## config.mk

```make
export PLATFORM = sky130hd
export DESIGN_NAME = game_history
export DESIGN_NICKNAME = d
export VERILOG_FILES = /design/src/rtl/game_pkg.sv /design/src/rtl/history_ram.sv /design/src/rtl/game_history.sv
export SDC_FILE = /design/constraint.sdc
export NUM_CORES = 2
export LEC_CHECK = 0
export CAP_MARGIN = 30
export CORE_MARGIN = 4
export CORE_UTILIZATION = 55
export CTS_CLUSTER_SIZE = 16
export DETAILED_ROUTE_END_ITERATION = 10
export DONT_BUFFER_PORTS = 1
export PLACE_DENSITY_LB_ADDON = 0.05
export REMOVE_ABC_BUFFERS = 1
export SETUP_SLACK_MARGIN = 0.1
export SLEW_MARGIN = 10
export SYNTH_ARGS = -nofsm -noshare
export SYNTH_HDL_FRONTEND = slang
export SYNTH_HIERARCHICAL = 1
export SYNTH_SLANG_ARGS = --single-unit
```

## constraint.sdc

```tcl
create_clock -name clk -period 16.59 [get_ports clk]
set_input_delay 1.659 -clock clk [delete_from_list [all_inputs] [get_ports clk]]
set_output_delay 1.659 -clock clk [all_outputs]
set_load 0.1 [all_outputs]
```

## src/rtl/game_pkg.sv

```systemverilog
// Shared definitions for the game history block: command encodings and the
// default snapshot width.
package game_pkg;

    localparam int GAME_STATE_W = 134;

    typedef enum logic [1:0] {
        CMD_LOAD   = 2'd0,
        CMD_COMMIT = 2'd1,
        CMD_UNDO   = 2'd2,
        CMD_REDO   = 2'd3
    } cmd_e;

endpackage

```

## src/rtl/history_ram.sv

```systemverilog
// Snapshot storage: DEPTH x STATE_W register array with two write ports and
// one combinational read port.
module history_ram
    import game_pkg::*;
#(
    parameter  int STATE_W = GAME_STATE_W,
    parameter  int DEPTH   = 16,
    localparam int PTR_W   = $clog2(DEPTH)
) (
    input  logic               clk,
    input  logic               we_a_i,
    input  logic [PTR_W-1:0]   addr_a_i,
    input  logic [STATE_W-1:0] data_a_i,
    input  logic               we_b_i,
    input  logic [PTR_W-1:0]   addr_b_i,
    input  logic [STATE_W-1:0] data_b_i,
    input  logic [PTR_W-1:0]   rd_addr_i,
    output logic [STATE_W-1:0] rd_data_o
);

    logic [STATE_W-1:0] mem_q [DEPTH];

    // NOTE: the array has no reset; a slot is only ever read after it was written.
    always_ff @(posedge clk) begin
        if (we_a_i) mem_q[addr_a_i] <= data_a_i;
        if (we_b_i) mem_q[addr_b_i] <= data_b_i;
    end

    assign rd_data_o = mem_q[rd_addr_i];

endmodule

```

## src/rtl/game_history.sv

```systemverilog
// Multi-level undo/redo history of game-state snapshots kept in a circular
// buffer; drives the current state to the core and renderer.
module game_history
    import game_pkg::*;
#(
    parameter  int STATE_W = GAME_STATE_W,
    parameter  int DEPTH   = 16,
    localparam int PTR_W   = $clog2(DEPTH)
) (
    input  logic               clk,
    input  logic               rst,
    input  logic               game_state_en,
    input  logic [1:0]         sel,
    input  logic [STATE_W-1:0] game_state_int,
    input  logic [STATE_W-1:0] game_state_bm,
    input  logic [STATE_W-1:0] game_state_mm,
    output logic [STATE_W-1:0] game_state,
    output logic               undo_avail,
    output logic               redo_avail,
    output logic [PTR_W-1:0]   undo_cnt,
    output logic [PTR_W-1:0]   redo_cnt,
    output logic               cmd_rej
);

    localparam logic [PTR_W-1:0] PTR_ONE  = PTR_W'(1);
    localparam logic [PTR_W-1:0] UNDO_MAX = PTR_W'(DEPTH - 1);

    cmd_e               cmd;
    logic [PTR_W-1:0]   ptr_q, ptr_d;
    logic [PTR_W-1:0]   undo_q, undo_d;
    logic [PTR_W-1:0]   redo_q, redo_d;
    logic [STATE_W-1:0] state_q, state_d;
    logic               rej_q, rej_d;

    logic               we_a, we_b;
    logic [PTR_W-1:0]   addr_a, addr_b, rd_addr;
    logic [STATE_W-1:0] data_a, rd_data;

    assign cmd     = cmd_e'(sel);
    assign rd_addr = (cmd == CMD_UNDO) ? ptr_q - PTR_ONE : ptr_q + PTR_ONE;

    history_ram #(
        .STATE_W (STATE_W),
        .DEPTH   (DEPTH)
    ) u_ram (
        .clk       (clk),
        .we_a_i    (we_a),
        .addr_a_i  (addr_a),
        .data_a_i  (data_a),
        .we_b_i    (we_b),
        .addr_b_i  (addr_b),
        .data_b_i  (game_state_mm),
        .rd_addr_i (rd_addr),
        .rd_data_o (rd_data)
    );

    // NOTE: every signal gets its hold/default value first, so no path leaves one unassigned (no latches).
    always_comb begin
        ptr_d   = ptr_q;
        undo_d  = undo_q;
        redo_d  = redo_q;
        state_d = state_q;
        rej_d   = 1'b0;
        we_a    = 1'b0;
        we_b    = 1'b0;
        addr_a  = ptr_q;
        addr_b  = ptr_q + PTR_ONE;
        data_a  = game_state_bm;

        if (game_state_en && !rst) begin
            case (cmd)
                CMD_LOAD: begin
                    we_a    = 1'b1;
                    addr_a  = '0;
                    data_a  = game_state_int;
                    ptr_d   = '0;
                    state_d = game_state_int;
                    undo_d  = '0;
                    redo_d  = '0;
                end
                CMD_COMMIT: begin
                    // At saturation ptr+1 is the oldest slot, so it is simply overwritten.
                    we_a    = 1'b1;
                    we_b    = 1'b1;
                    ptr_d   = ptr_q + PTR_ONE;
                    state_d = game_state_mm;
                    undo_d  = (undo_q == UNDO_MAX) ? undo_q : undo_q + PTR_ONE;
                    redo_d  = '0;
                end
                CMD_UNDO: begin
                    if (undo_q != '0) begin
                        ptr_d   = ptr_q - PTR_ONE;
                        state_d = rd_data;
                        undo_d  = undo_q - PTR_ONE;
                        redo_d  = redo_q + PTR_ONE;
                    end else begin
                        rej_d = 1'b1;
                    end
                end
                CMD_REDO: begin
                    if (redo_q != '0) begin
                        ptr_d   = ptr_q + PTR_ONE;
                        state_d = rd_data;
                        redo_d  = redo_q - PTR_ONE;
                        undo_d  = undo_q + PTR_ONE;
                    end else begin
                        rej_d = 1'b1;
                    end
                end
            endcase
        end
    end

    // NOTE: sequential state uses non-blocking assignments so all registers update from pre-edge values.
    always_ff @(posedge clk) begin
        if (rst) begin
            ptr_q   <= '0;
            undo_q  <= '0;
            redo_q  <= '0;
            state_q <= '0;
            rej_q   <= 1'b0;
        end else begin
            ptr_q   <= ptr_d;
            undo_q  <= undo_d;
            redo_q  <= redo_d;
            state_q <= state_d;
            rej_q   <= rej_d;
        end
    end

    assign game_state = state_q;
    assign undo_cnt   = undo_q;
    assign redo_cnt   = redo_q;
    assign undo_avail = (undo_q != '0);
    assign redo_avail = (redo_q != '0);
    assign cmd_rej    = rej_q;

endmodule

```

# Yosys cells after proc, flatten, opt, wreduce, memory -nomap -nowiden
# Memories as Yosys holds them, arrays and structs flattened.
# Cells that the tools add are included.
# op_classes
n_addsub	6
eq_ne	7
mux	29
bitwise_logic	1
n_reduce_logical	9
# ops
op	n
134-bit 2-to-1 mux	4
134-bit one-hot mux with 4 select lines	1
4-bit 2-to-1 mux	10
4-bit one-hot mux with 4 select lines	2
4-bit by 1-bit adder with 4-bit output, second input constant	3
4-bit one-hot mux with 3 select lines	1
4-bit by 1-bit subtractor with 4-bit output, second input constant	3
1-bit 2-to-1 mux	10
4-bit nonzero test	2
2-bit != test, second input constant	3
2-bit == test, second input constant	2
4-bit == test, second input constant	1
4-bit AND reduction	1
2-bit OR reduction	2
3-bit AND reduction	1
2-bit by 1-bit == test with 1-bit output, second input constant	1
2-bit logical NOT	1
1-bit one-hot mux with 2 select lines	1
1-bit logical AND	1
1-bit logical NOT	1
1-bit NOT	1
# totals
ff_bits	147
ram_bits	2144
inputBits	407
out_inout_bits	145
n_memories	1
# mem_list
name	words	width	read_ports	rd_clocked_by_memory_dff	write_ports	line_no	text
u_ram.mem_q	16	134	1	0	2	history_ram.sv:21	logic [STATE_W-1:0] mem_q [DEPTH];

# Logic depth before layout (Yosys ltp)
# depth
word_depth	6
ltp_mapped	15

# Cells and area by module
# Netlist, hierarchy kept.
# by_module_without_submodules
module	n_inst	cells_each	area_each_um2
history_ram	1	6264	107090.2
game_history	1	1300	9838.2

# Worst setup path before layout
# No wires, ideal clock.
# synth_path
kind	input -> register
startpoint	input sel[0]
endpoint	memory u_ram/mem_q[1][0] (netlist name) (enable)
setup_ns	0.812
arrival_time_ns	12.798
setup_slack_ns	2.980
path_stages	9
path_cell_list	clkbuf_1 -> or2_2 -> clkbuf_1 -> nor2_1 -> buf_2 -> buf_2 -> nor2b_1 -> or3b_2 -> o21ai_0
# synth_rtl
item	line_no	text
start: declaration	game_history.sv:13	input logic [1:0] sel,
end: declaration	history_ram.sv:21	

==> summary.txt <==
Run status
  • Run status: finished clean

Clocking
  • Post_cts resized: 0
  • Number of buffers inserted for hold repair after clock tree synthesis: 0
  • CTS root buf: sky130_fd_sc_hd__clkbuf_16
  • TritonCTS sink count: 2291
  • Clock tree from TritonCTS: done
  • Number of buffers between clock root and the deepest sink: 4
  • Clock latency of the later-clocked register in the worst-skew pair: 0.93 ns
  • Num CTS Buffers: 275
  • Clk slew on worst S/H paths: 0.06 ns
  • Number of setup buffers added after CTS: 0
  • H-Tree Level Count: 5

Route
  • Overall routed net length: 361000 µm
  • Number of routed nets with antenna violations: 0
  • Router iterations before antenna repair: 6
  • Drt wl/cell: 35.3 µm
  • Number of violations reported at the end of detailed-routing iteration 0: 7409
  • Routed vias/inst: 6.82
  • Number of remaining DRC errors: 0
  • Via count of the routed design: 69900

Logic synthesis
  • Distinct cell type count of the synthesized netlist: 48
  • Area fraction of the dominant cell type after synthesis: 0.551
  • Yosys warns: 6
  • Synth top area cells: sky130_fd_sc_hd__edfxtp_1 (55%), sky130_fd_sc_hd__mux2_2 (22%), sky130_fd_sc_hd__mux4_2 (7.7%)
  • Synth Flop Type: sky130_fd_sc_hd__edfxtp_1
  • Synth Register Bits: 2291
  • Sequential fraction of the synthesis area: 0.576
  • Post-synthesis instance area: 0.117 mm²
  • Number of enable-type register cells in the synthesized netlist: 2144
  • Syn Area/Cell: 15.5 µm²
  • Synth top cells by count: sky130_fd_sc_hd__mux2_2 (2248), sky130_fd_sc_hd__edfxtp_1 (2144), sky130_fd_sc_hd__nand2_1 (548)
  • Largest area contributor in the netlist: sky130_fd_sc_hd__edfxtp_1
  • Async SR Flop Fraction: 0
  • Gate Count Post-Synth: 7564
  • Most common cell in the synthesized netlist: sky130_fd_sc_hd__mux2_2

Setup path
  • Origin of the critical flop-to-flop path: ptr_q[0]
  • Critical path, cell by cell: inv_1, nand2_1, nor3_1, nor3b_2, nand2b_4, o21ai_4, buf_4, buf_16, buf_4
  • Worst path required time: 17.13 ns
  • Register-to-Register Setup Slack: 11.09 ns
  • Worst setup path startpoint: rst
  • Highest fanout seen on the critical path: 145
  • WP buf/inv: 4
  • Setup CP Type: input port to flip-flop
  • Endpoint arrival time on the critical path: 6.39 ns
  • CP max stage delay: 0.82 ns
  • Capture point of the critical path: u_ram/mem_q[2][110]
  • Critical Path Stages: 9
  • Setup crit start kind: input port
  • R2r worst-path depth: 13
  • Top cell family by delay on the critical path: simple AND/OR/NAND/NOR gates
  • Cell seen most often among critical-path stages: sky130_fd_sc_hd__buf_4
  • Reg-to-reg endpoint: game_state[84]
  • Type of element capturing the critical path: flip-flop
  • CP max stage cell: sky130_fd_sc_hd__nor3_1

Worst hold path
  • Class of the tightest hold or removal check: flip-flop to flip-flop

Place
  • Global placer's final weighted congestion: 0.788
  • Detail Placement HPWL: 189000 µm
  • Dpl ws: 10.07 ns
  • PortBufs: 0
  • Placed Instance Area: 0.120 mm²
  • Placed Cells incl. Taps: 9743

Power and ir drop
  • Worst supply voltage drop on vdd: 0.139 mV
  • Power per unit of standard cell area: 110 mW/mm²
  • Overall power consumption: 14200 µW
  • Lkg Pwr: 0.0418 µW

Global routing
  • Largest net degree at the start of global routing: 286
  • Global-route wire length before repair: 516000 µm
  • All-Layer GR Usage: 0.323
  • Number of antenna violations at the first check in global routing: 17
  • Total global routing overflow: 0
  • Vias in the first global route: 72000

Final layout
  • Cell area after layout: 0.128 mm²
  • Fraction of layout instances using a drive strength above 1: 0.438
  • Non-filler cells in the finished layout: 10200
  • Area growth syn-to-layout: 9.70%
  • Final-stage net count: 7642
  • Number of fill cells: 15900

Floorplan
  • Placeable core region: 0.211 mm²
  • Initial cell density of the core: 0.555
  • Die area: 0.220 mm²
  • Die height: 469 µm
  • Die boundary width: 469 µm
  • Number of ports placed on the die boundary: 552
  • Num rows: 168

STA
  • Final max-slew violation count: 0
  • Slew Limit Headroom: 0.242
  • Worst clock skew on the final layout: 0.0417 ns
  • Crit path setup slack, layout: 10.73 ns
  • Slew at the pin closest to its max-slew limit: 1.14 ns
  • Worst-case hold slack: 0.484 ns
  • Finish-stage setup viols: 0
  • Final number of hold-violating endpoints: 0
  • Crit share post-route: 0.353
  • Period minus WS final: 5.86 ns
  • FMAX: 171 MHz
  • RSZ-0062 raised after global routing: no

Job
  • # Max-Cap Violations: 0
-- worst min-delay path by stage --
| stage | start | to | slack (ns) | cells past startpoint |
|---|---|---|---|---|
| global placement | game_state[60] | game_state[60] | 0.45 | 2 |
| global route | game_state[60] | game_state[60] | 0.52 | 2 |
| floorplan | ptr_q[3] | ptr_q[3] | 0.51 | 2 |
| finish | game_state[60] | game_state[60] | 0.48 | 2 |
| CTS | game_state[60] | game_state[60] | 0.49 | 2 |
| detailed placement | game_state[60] | game_state[60] | 0.47 | 2 |
-- tightest hold or removal path: cells and delay by family, from the launching register on --
family	cells	cell delay [ns]
AOI/OAI and AO/OA	1	0.06
and+or+nand+nor	1	0.06
DFF	1	0.32
-- placed cells by master, fill, tap and decap left out, drive strengths merged, types with 3 or more instances in the layout --
cell / n
nand2: 548
diode: 14
nand2b: 8
dfxtp: 147
o31ai: 3
edfxtp: 2144
o21ai: 147
mux2: 2278
nor2b: 13
clkbuf: 389
a31oi: 3
or3: 3
o22ai: 10
buf: 196
inv: 12
nand3b: 5
a22oi: 337
mux2i: 409
and2: 5
a21oi: 144
nand3: 78
nand4: 3
clkinv: 69
xnor2: 5
bufinv: 11
nor2: 22
or4: 5
a211oi: 3
xor2: 3
mux4: 400
ha: 6
-- power by group --
group	internal (µW)	total (µW)	switching, µW
clock network	3400	5740	2340
logic	815	1860	1050
registers	6410	6550	146
-- stage by stage --
stage | util | setup TNS [ns]
CTS | 0.608 | 0
global placement | 0.563 | 0
floorplan | - | -4994.07
detailed placement | 0.568 | 0
finish | 0.609 | 0
global route | 0.609 | 0
-- registers in the layout (all words and copies together) (netlist names) --
register     flops
cmd_rej          1
undo_cnt         4
u_ram/mem_q   2144
redo_cnt         4
game_state     134
ptr_q            4
-- cell families after synthesis --
logic type / synth area share
AOI/OAI and AO/OA: 0.0356
xor gates and xnor gates: 0.000599
DFF: 0.576
muxes: 0.332
buffers and inverters: 0.0309
adders and majority gates: 0.000813
and+or+nand+nor: 0.0247
-- metal layers --
metal | vias up | wire length (µm) | share of wire | track usage
li1 | 29000 | - | - | -
met1 | 36900 | 145000 | 0.40 | 0.438
met2 | 3361 | 174000 | 0.48 | 0.533
met3 | 629 | 29600 | 0.082 | 0.0549
met4 | 8 | 11800 | 0.033 | 0.106
met5 | - | 56 | 0.00016 | 0
-- final cells by class --
type / count / area, µm² / area share
inverters: 9 / 41.3 / 0.000322
repair buffers: 199 / 2490 / 0.0194
clock inverters: 84 / 659 / 0.00514
clock buffers: 386 / 7740 / 0.0603
flip-flops and latches: 2291 / 67300 / 0.525
multi-input cells: 4452 / 46500 / 0.362
diodes: 14 / 35.0 / 0.000273
well taps: 2805 / 3510 / 0.0274
(Power assumes the default switching activity.)
